==> config.mk <==
export PLATFORM = sky130hd
export DESIGN_NAME = rr_pckt_allocator
export DESIGN_NICKNAME = d
export VERILOG_FILES = /design/src/rtl/rr_pckt_allocator.sv
export SDC_FILE = /design/constraint.sdc
export NUM_CORES = 1
export LEC_CHECK = 0
export CORE_MARGIN = 2
export CORE_UTILIZATION = 48
export DETAILED_ROUTE_END_ITERATION = 8
export HOLD_SLACK_MARGIN = 0.1
export PLACE_DENSITY = 0.86
export SYNTH_ARGS = -nofsm -noshare
export SYNTH_HDL_FRONTEND = slang
export SYNTH_SLANG_ARGS = --single-unit
==> constraint.sdc <==
create_clock -name clk -period 13.8 [get_ports clk]
set_input_delay 4.14 -clock clk [delete_from_list [all_inputs] [get_ports clk]]
set_output_delay 4.14 -clock clk [all_outputs]
set_load 0.05 [all_outputs]
==> src/rtl/rr_pckt_allocator.sv <==
// ============================================================================
// Module   : rr_pckt_allocator
// Brief    : Output-port allocator with two-class round-robin arbitration,
//            packet hold, and wait-counter promotion against starvation.
// Revision : 1.0
// ============================================================================
`default_nettype none

module rr_pckt_allocator #(
    parameter int PORTS    = 4,
    parameter int ADR_W    = $clog2(PORTS),
    parameter int MAX_WAIT = 15,
    parameter int WAIT_W   = $clog2(MAX_WAIT + 1)
) (
    input  logic                          clk,
    input  logic                          rst_n,
    input  logic [ADR_W-1:0]              r_adr,
    input  logic [PORTS*(ADR_W+2)-1:0]    in_ch_hdr_msn,
    input  logic [PORTS-1:0]              priority_field,
    output logic [PORTS-1:0]              sel,
    output logic                          shift,
    output logic                          busy,
    output logic [ADR_W-1:0]              owner
);

    localparam int                FW      = ADR_W + 2;
    localparam logic [ADR_W:0]    C_PORTS = (ADR_W + 1)'(PORTS);
    localparam logic [PORTS-1:0]  C_ONE   = PORTS'(1);
    localparam logic [WAIT_W-1:0] C_MAXW  = WAIT_W'(MAX_WAIT);
    localparam logic [1:0]        C_HDR   = 2'b11;
    localparam logic [1:0]        C_PAY   = 2'b10;

    typedef enum logic [0:0] {
        S_IDLE = 1'b0,
        S_BUSY = 1'b1
    } state_t;

    state_t             r_state;
    state_t             w_state_nxt;
    logic [ADR_W-1:0]   r_owner;
    logic [ADR_W-1:0]   r_rr_ptr;
    logic [WAIT_W-1:0]  r_wait [PORTS];

    logic [1:0]         w_type [PORTS];
    logic [PORTS-1:0]   w_req;
    logic [PORTS-1:0]   w_starved;
    logic [PORTS-1:0]   w_urgent;
    logic [PORTS-1:0]   w_cand;
    logic [PORTS-1:0]   w_gnt;
    logic               w_hold;
    logic               w_arb_vld;
    logic [ADR_W-1:0]   w_arb_idx;
    logic [ADR_W:0]     w_sum;
    logic [ADR_W-1:0]   w_idx;

    generate
        for (genvar gi = 0; gi < PORTS; gi++) begin : g_ch
            assign w_type[gi]    = in_ch_hdr_msn[gi*FW+ADR_W +: 2];
            assign w_req[gi]     = (w_type[gi] == C_HDR) &&
                                   (in_ch_hdr_msn[gi*FW +: ADR_W] == r_adr);
            assign w_starved[gi] = (r_wait[gi] == C_MAXW);
        end
    endgenerate

    assign w_urgent = w_req & (priority_field | w_starved);
    assign w_cand   = (|w_urgent) ? w_urgent : w_req;

    // Owner keeps the port only while it streams payload; anything else ends the packet.
    assign w_hold = (r_state == S_BUSY) && (w_type[r_owner] == C_PAY);

    always_comb begin
        w_arb_vld = 1'b0;
        w_arb_idx = '0;
        w_sum     = '0;
        w_idx     = '0;
        for (int k = 0; k < PORTS; k++) begin
            w_sum = {1'b0, r_rr_ptr} + k[ADR_W:0];
            if (w_sum >= C_PORTS) begin
                w_sum = w_sum - C_PORTS;
            end
            w_idx = w_sum[ADR_W-1:0];
            if (!w_arb_vld && w_cand[w_idx]) begin
                w_arb_vld = 1'b1;
                w_arb_idx = w_idx;
            end
        end
    end

    always_comb begin
        w_gnt       = '0;
        w_state_nxt = r_state;
        if (!w_hold && w_arb_vld) begin
            w_gnt = C_ONE << w_arb_idx;
        end
        if (|w_gnt) begin
            w_state_nxt = S_BUSY;
        end else if (!w_hold) begin
            w_state_nxt = S_IDLE;
        end
    end

    assign sel   = !rst_n ? '0 : (w_hold ? (C_ONE << r_owner) : w_gnt);
    assign shift = rst_n && (|w_gnt);
    assign busy  = (r_state == S_BUSY);
    assign owner = r_owner;

    always_ff @(posedge clk or negedge rst_n) begin
        if (!rst_n) begin
            r_state  <= S_IDLE;
            r_owner  <= '0;
            r_rr_ptr <= '0;
        end else begin
            r_state <= w_state_nxt;
            if (|w_gnt) begin
                r_owner  <= w_arb_idx;
                r_rr_ptr <= ({1'b0, w_arb_idx} == C_PORTS - 1'b1) ? '0 : w_arb_idx + 1'b1;
            end
        end
    end

    generate
        for (genvar gw = 0; gw < PORTS; gw++) begin : g_wait
            always_ff @(posedge clk or negedge rst_n) begin
                if (!rst_n) begin
                    r_wait[gw] <= '0;
                end else if (w_req[gw] && !w_gnt[gw]) begin
                    if (!w_starved[gw]) begin
                        r_wait[gw] <= r_wait[gw] + 1'b1;
                    end
                end else begin
                    r_wait[gw] <= '0;
                end
            end
        end
    endgenerate

endmodule

`default_nettype wire

### Word level (Yosys, flattened, before mapping)

Cells that the tools add are included.

* register bits: 21
* latch bits: 0
* bits in writable memories: 0
* memory bits (read-only): 0
* input bits: 24
* output and inout port bits: 8
* memories kept: 0

* add/sub/neg operators: 12
* multipliers: 0
* divide/modulo/power cells: 0
* $lt $le $gt $ge: 9
* eq/ne operators: 19
* shift-type cells: 2
* multiplexer cells: 38
* bitwise gates (word level): 3
* reduce and logical (&&, ||, !) cells: 24

Operator list (number)
* 4-bit two-way mux: 12
* 2-bit two-way mux: 11
* 4-bit by 1-bit adder with 4-bit output, second input constant: 4
* 4-bit == test, second input constant: 4
* 1-bit logical AND: 14
* 2-bit == test, second input constant: 6
* 3-bit greater-or-equal comparator, second input constant: 4
* 2-bit by 3-bit < comparator with 1-bit output, second input constant: 4
* 1-bit two-way mux: 10
* 1-bit binary-select mux with 2-bit select: 4
* 2-bit == test: 4
* 1-bit zero test: 8
* 2-bit inequality test, second input constant: 4
* 4-bit OR reduction: 2
* 1-bit by 2-bit left shift with 4-bit output, first input constant: 2
* 2-bit by 1-bit subtractor with 2-bit output, second input constant: 4
* 2-bit by 2-bit adder with 3-bit output, second input constant: 2
* 4-bit AND: 1
* 2-bit binary-select mux with 2-bit select: 1
* 4-bit bitwise OR: 1
* 2-bit by 1-bit adder with 3-bit output, second input constant: 1
* 2-bit by 3-bit greater-or-equal comparator with 1-bit output, second input constant: 1
* 2-bit NOT with 3-bit output: 1
* 2-bit by 1-bit adder with 2-bit output, second input constant: 1
* 2-bit by 1-bit inequality test with 1-bit output, second input constant: 1

### Longest topological paths before layout

* word-level depth: 22
* depth in mapped cells: 13
* gate-level depth less buffers: 12

### Worst setup path before layout

Ideal clock, no wire load.

* path kind: input to output
* from: in r_adr[0]
* to: out shift
* arrival: 6.712 ns
* setup slack: 2.948 ns
* cell stages on the path: 11
* buffers on the path: 1
* cell sequence: buf_6 -> xnor2_1 -> nor4b_2 -> or3_4 -> a21oi_4 -> a21oi_1 -> a211oi_2 -> inv_1 -> ha_1 -> o41ai_4 -> nor2_1

* longest elaborated chain between the ends: 21
* elaborated cells on any way between the ends: 38

RTL lines
* start, declared: line 17 `input logic [ADR_W-1:0] r_adr,`
* 2-bit == test: line 60 `(in_ch_hdr_msn[gi*FW +: ADR_W] == r_adr);`
* 1-bit logical AND: line 59 `assign w_req[gi] = (w_type[gi] == C_HDR) &&`
* 4-bit AND: line 65 `assign w_urgent = w_req & (priority_field | w_starved);`
* 4-bit OR reduction: line 66 `assign w_cand = (|w_urgent) ? w_urgent : w_req;`
* 4-bit two-way mux (*): line 66
* 1-bit binary-select mux with 2-bit select: line 82 `if (!w_arb_vld && w_cand[w_idx]) begin`
* 1-bit two-way mux (not written as such): line 82
* 1-bit two-way mux: line 82
* [... 6 more ...]
* 1-bit zero test: line 82
* 1-bit logical AND: line 82
* 2-bit two-way mux (*): line 82
* named net w_arb_idx[0]: line 52 `logic [ADR_W-1:0] w_arb_idx;`
* 1-bit by 2-bit left shift with 4-bit output (*): line 93 `w_gnt = C_ONE << w_arb_idx;`
* 4-bit two-way mux (*): line 92 `if (!w_hold && w_arb_vld) begin`
* 4-bit OR reduction (*): line 103 `assign shift = rst_n && (|w_gnt);`
* 1-bit logical AND (*): line 103
* end, declared: line 21 `output logic shift,`

The timed path passes the listed nets; every way through them passes the cells marked *. The select of a mux whose other input is x is not followed.

### Worst setup path after layout

* from: in r_adr[1]
* to: out shift

Same word-level chain as after synthesis.

==> results.cfg <==
[timing]
tns_ns = 0
whs_ns = 0.592
rsz0062_at_grt = no
finalSetupViolCount = 0
min_period_over_period_pct = 87.5
maxSlewViolCount = 0
tightest_slew_ns = 0.541
max_slew_margin_pct = 63.8
clock_skew_ns = 0.00551
hold_viol = 0
fmax_ghz = 0.0828
period_needed_ns = 12.07

[route]
routedWlPerCell_um = 13.0
vias = 1315
viasPerCell = 5.41
wirelength_um = 3160
antenna_left = 0
drc = 0
drt_pass1_iterations = 4
drt_iter0_drc = 27

[cells_and_area]
drive_above_1_share_pct = 13.2
area_growth_pct = 23.3
fillers = 288
nets = 230
multi_input_area_um2 = 1070
seq_area_um2 = 526
antenna_cells = 0
layout.cells.non_filler = 243

[flow_run]
maxCapViolCount = 0

[placed_design]
hpwl_um = 2540
place_congestion = 0.786
dp.cells = 239
io_buffers = 31

[power_and_ir_drop]
leakage_nw = 0.810
vdd_drop_max_v = 0.0000575
p_per_area_nw_per_um2 = 81.8

[clocking]
clockBufferDepth = 2
cts_made_buffers = 3
clkTransAtPathRegs_ns = 0.11
cts_root_buffer = clkbuf_4
cts_sinks = 21
cts_tree = yes
cts_resized = 0
cts_hold_buf = 0
cts_max_level = 1
post_cts_buffers = 0
clk-insertion-delay-late_ns = 0.30

[die]
die_area_um2 = 3900
start_util_pct = 49.6
die_h_um = 62.5
ios = 32
core_um2 = 3310
core.rowCount = 21
die_w_um = 62.5

[setup_path]
reg2reg_from = r_wait[8]
arrival_ns = 7.93
ff2ff_path_depth = 11
cp-start-kind = input port
cp-end-kind = output port
cp_max_fo = 6
r2r_setup_slack_ns = 10.12
worstPathRequired_ns = 9.66
r2r-end = owner[1]
path_class = input port to output port

[synthesis]
synth_nets = 196
synthArstFlopShare_pct = 100
synth-main-ff-cell = dfrtp_1
synth_area_um2 = 1640
syn_avg_cell_area_um2 = 10.0
synthCells = 164
yosysWarnings = 0
synth_edf_count = 0
seq_area_frac_synth_pct = 32.0
ys_ff_latch = 21
yosysUniqueCellTypes = 42

[global_route]
first_global_vias = 1307
grt_overflow_total = 0
antenna_found_initial = 0
grt_max_degree = 28
grt_pass1_wl_um = 5550
grt.total_usage_pct = 17.4

[min_path]
whs_path_depth = 1
hold-path-endpoint = r_rr_ptr[0]
hp-class = flop to flop
min_from = r_rr_ptr[0]

[run_status]
outcome = finished, final reports clean
## layout by cell type (no fill, tap or decap), types with 4 or more instances in the layout
master	synthesis	layout
a31oi_1	6	6
clkdlybuf4s50_1	0	31
dfrtp_1	21	21
ha_1	8	8
inv_1	6	6
mux2i_1	5	5
nand2_1	10	10
nand3_1	11	11
nand3b_1	6	6
nor2_1	10	10
nor3_1	14	14
nor4b_2	4	4
o21ai_0	6	6
xnor2_1	8	8
xor2_1	4	4
## synth_stat cells (3+ instances only)
cell / instances / share of area [%]
mux2_4: 3 / 2.7
and2_4: 3 / 1.6
nand3_1: 11 / 3.4
inv_1: 6 / 1.4
nor4b_2: 4 / 3.7
nand3b_1: 6 / 2.7
nand2_1: 10 / 2.3
ha_1: 8 / 6.1
nor2b_1: 3 / 1.1
nor4_4: 3 / 3.9
a31oi_1: 6 / 2.3
nor2_1: 10 / 2.3
dfrtp_1: 21 / 32
xor2_1: 4 / 2.1
nor3_1: 14 / 4.3
mux2i_1: 5 / 3.0
xnor2_1: 8 / 4.3
o21ai_0: 6 / 1.8
nor3b_1: 3 / 1.4
## how the worst max path moves through the flow
stage / depth (start not counted) / startpoint / end
finish: 12 / r_adr[1] / shift
global route: 12 / r_adr[1] / shift
CTS: 12 / r_adr[1] / shift
detailed placement: 12 / r_adr[1] / shift
global placement: 12 / r_adr[1] / shift
floorplan: 11 / r_adr[0] / shift
## flip-flops by register name, indices dropped and copies added (netlist names)
| register | cells |
|---|---|
| owner | 2 |
| r_rr_ptr | 2 |
| busy | 1 |
| r_wait | 16 |
## cell type report
| class | count | share of cell area, % |
|---|---|---|
| multi-input cells | 134 | 53.1 |
| flip-flops and latches | 21 | 26.0 |
| repair buffers | 32 | 15.7 |
| well taps | 46 | 2.84 |
| clock buffers | 4 | 1.30 |
| inverters | 6 | 1.11 |
## power by group
part           total (W)  switching, W  internal, W
clock network  0.0000300     0.0000187    0.0000113
logic          0.0000606     0.0000323    0.0000283
registers      0.0000750    0.00000830    0.0000667
## critical path, cell delays in order
cell,delay (ns)
clkdlybuf4s50_1,0.57
xor2_1,0.26
nor4b_2,0.10
or3_1,0.39
a21oi_2,0.24
a21oi_1,0.08
a211oi_2,0.34
inv_1,0.14
ha_1,0.27
o41ai_4,0.61
nor2_1,0.08
clkdlybuf4s50_1,0.72
## routing by layer
| layer | share of wire [%] | vias up | wire length [um] | GRT usage (%) |
|---|---|---|---|---|
| li1 | - | 678 | - | - |
| met3 | 4.6 | 4 | 144 | 2.52 |
| met4 | 1.4 | 0 | 44 | 6.67 |
| met5 | 0 | - | 0 | 0 |
| met1 | 46 | 603 | 1460 | 22.3 |
| met2 | 48 | 30 | 1510 | 29.6 |
## metrics by stage
step / total power (W) / instance area, um2 / utilization [%] / setup WS, ns
CTS: 0.000166 / 2020 / 61.1 / 1.74
floorplan: 0.000116 / 1640 / - / 2.95
detailed placement: 0.000137 / 2000 / 60.4 / 1.75
global placement: 0.000136 / 2000 / 60.4 / 1.83
global route: 0.000175 / 2020 / 61.1 / 1.51
finish: 0.000166 / 2020 / 61.1 / 1.73
## logic make-up after synthesis
logic type / synth area share [%]
compound gates: 16.7
fa+ha+maj: 6.10
mux: 5.79
simple gates: 30.5
buf+inv: 2.52
xor+xnor: 6.40
flops: 32.0
Note: power is estimated with default switching activity, not from simulation.
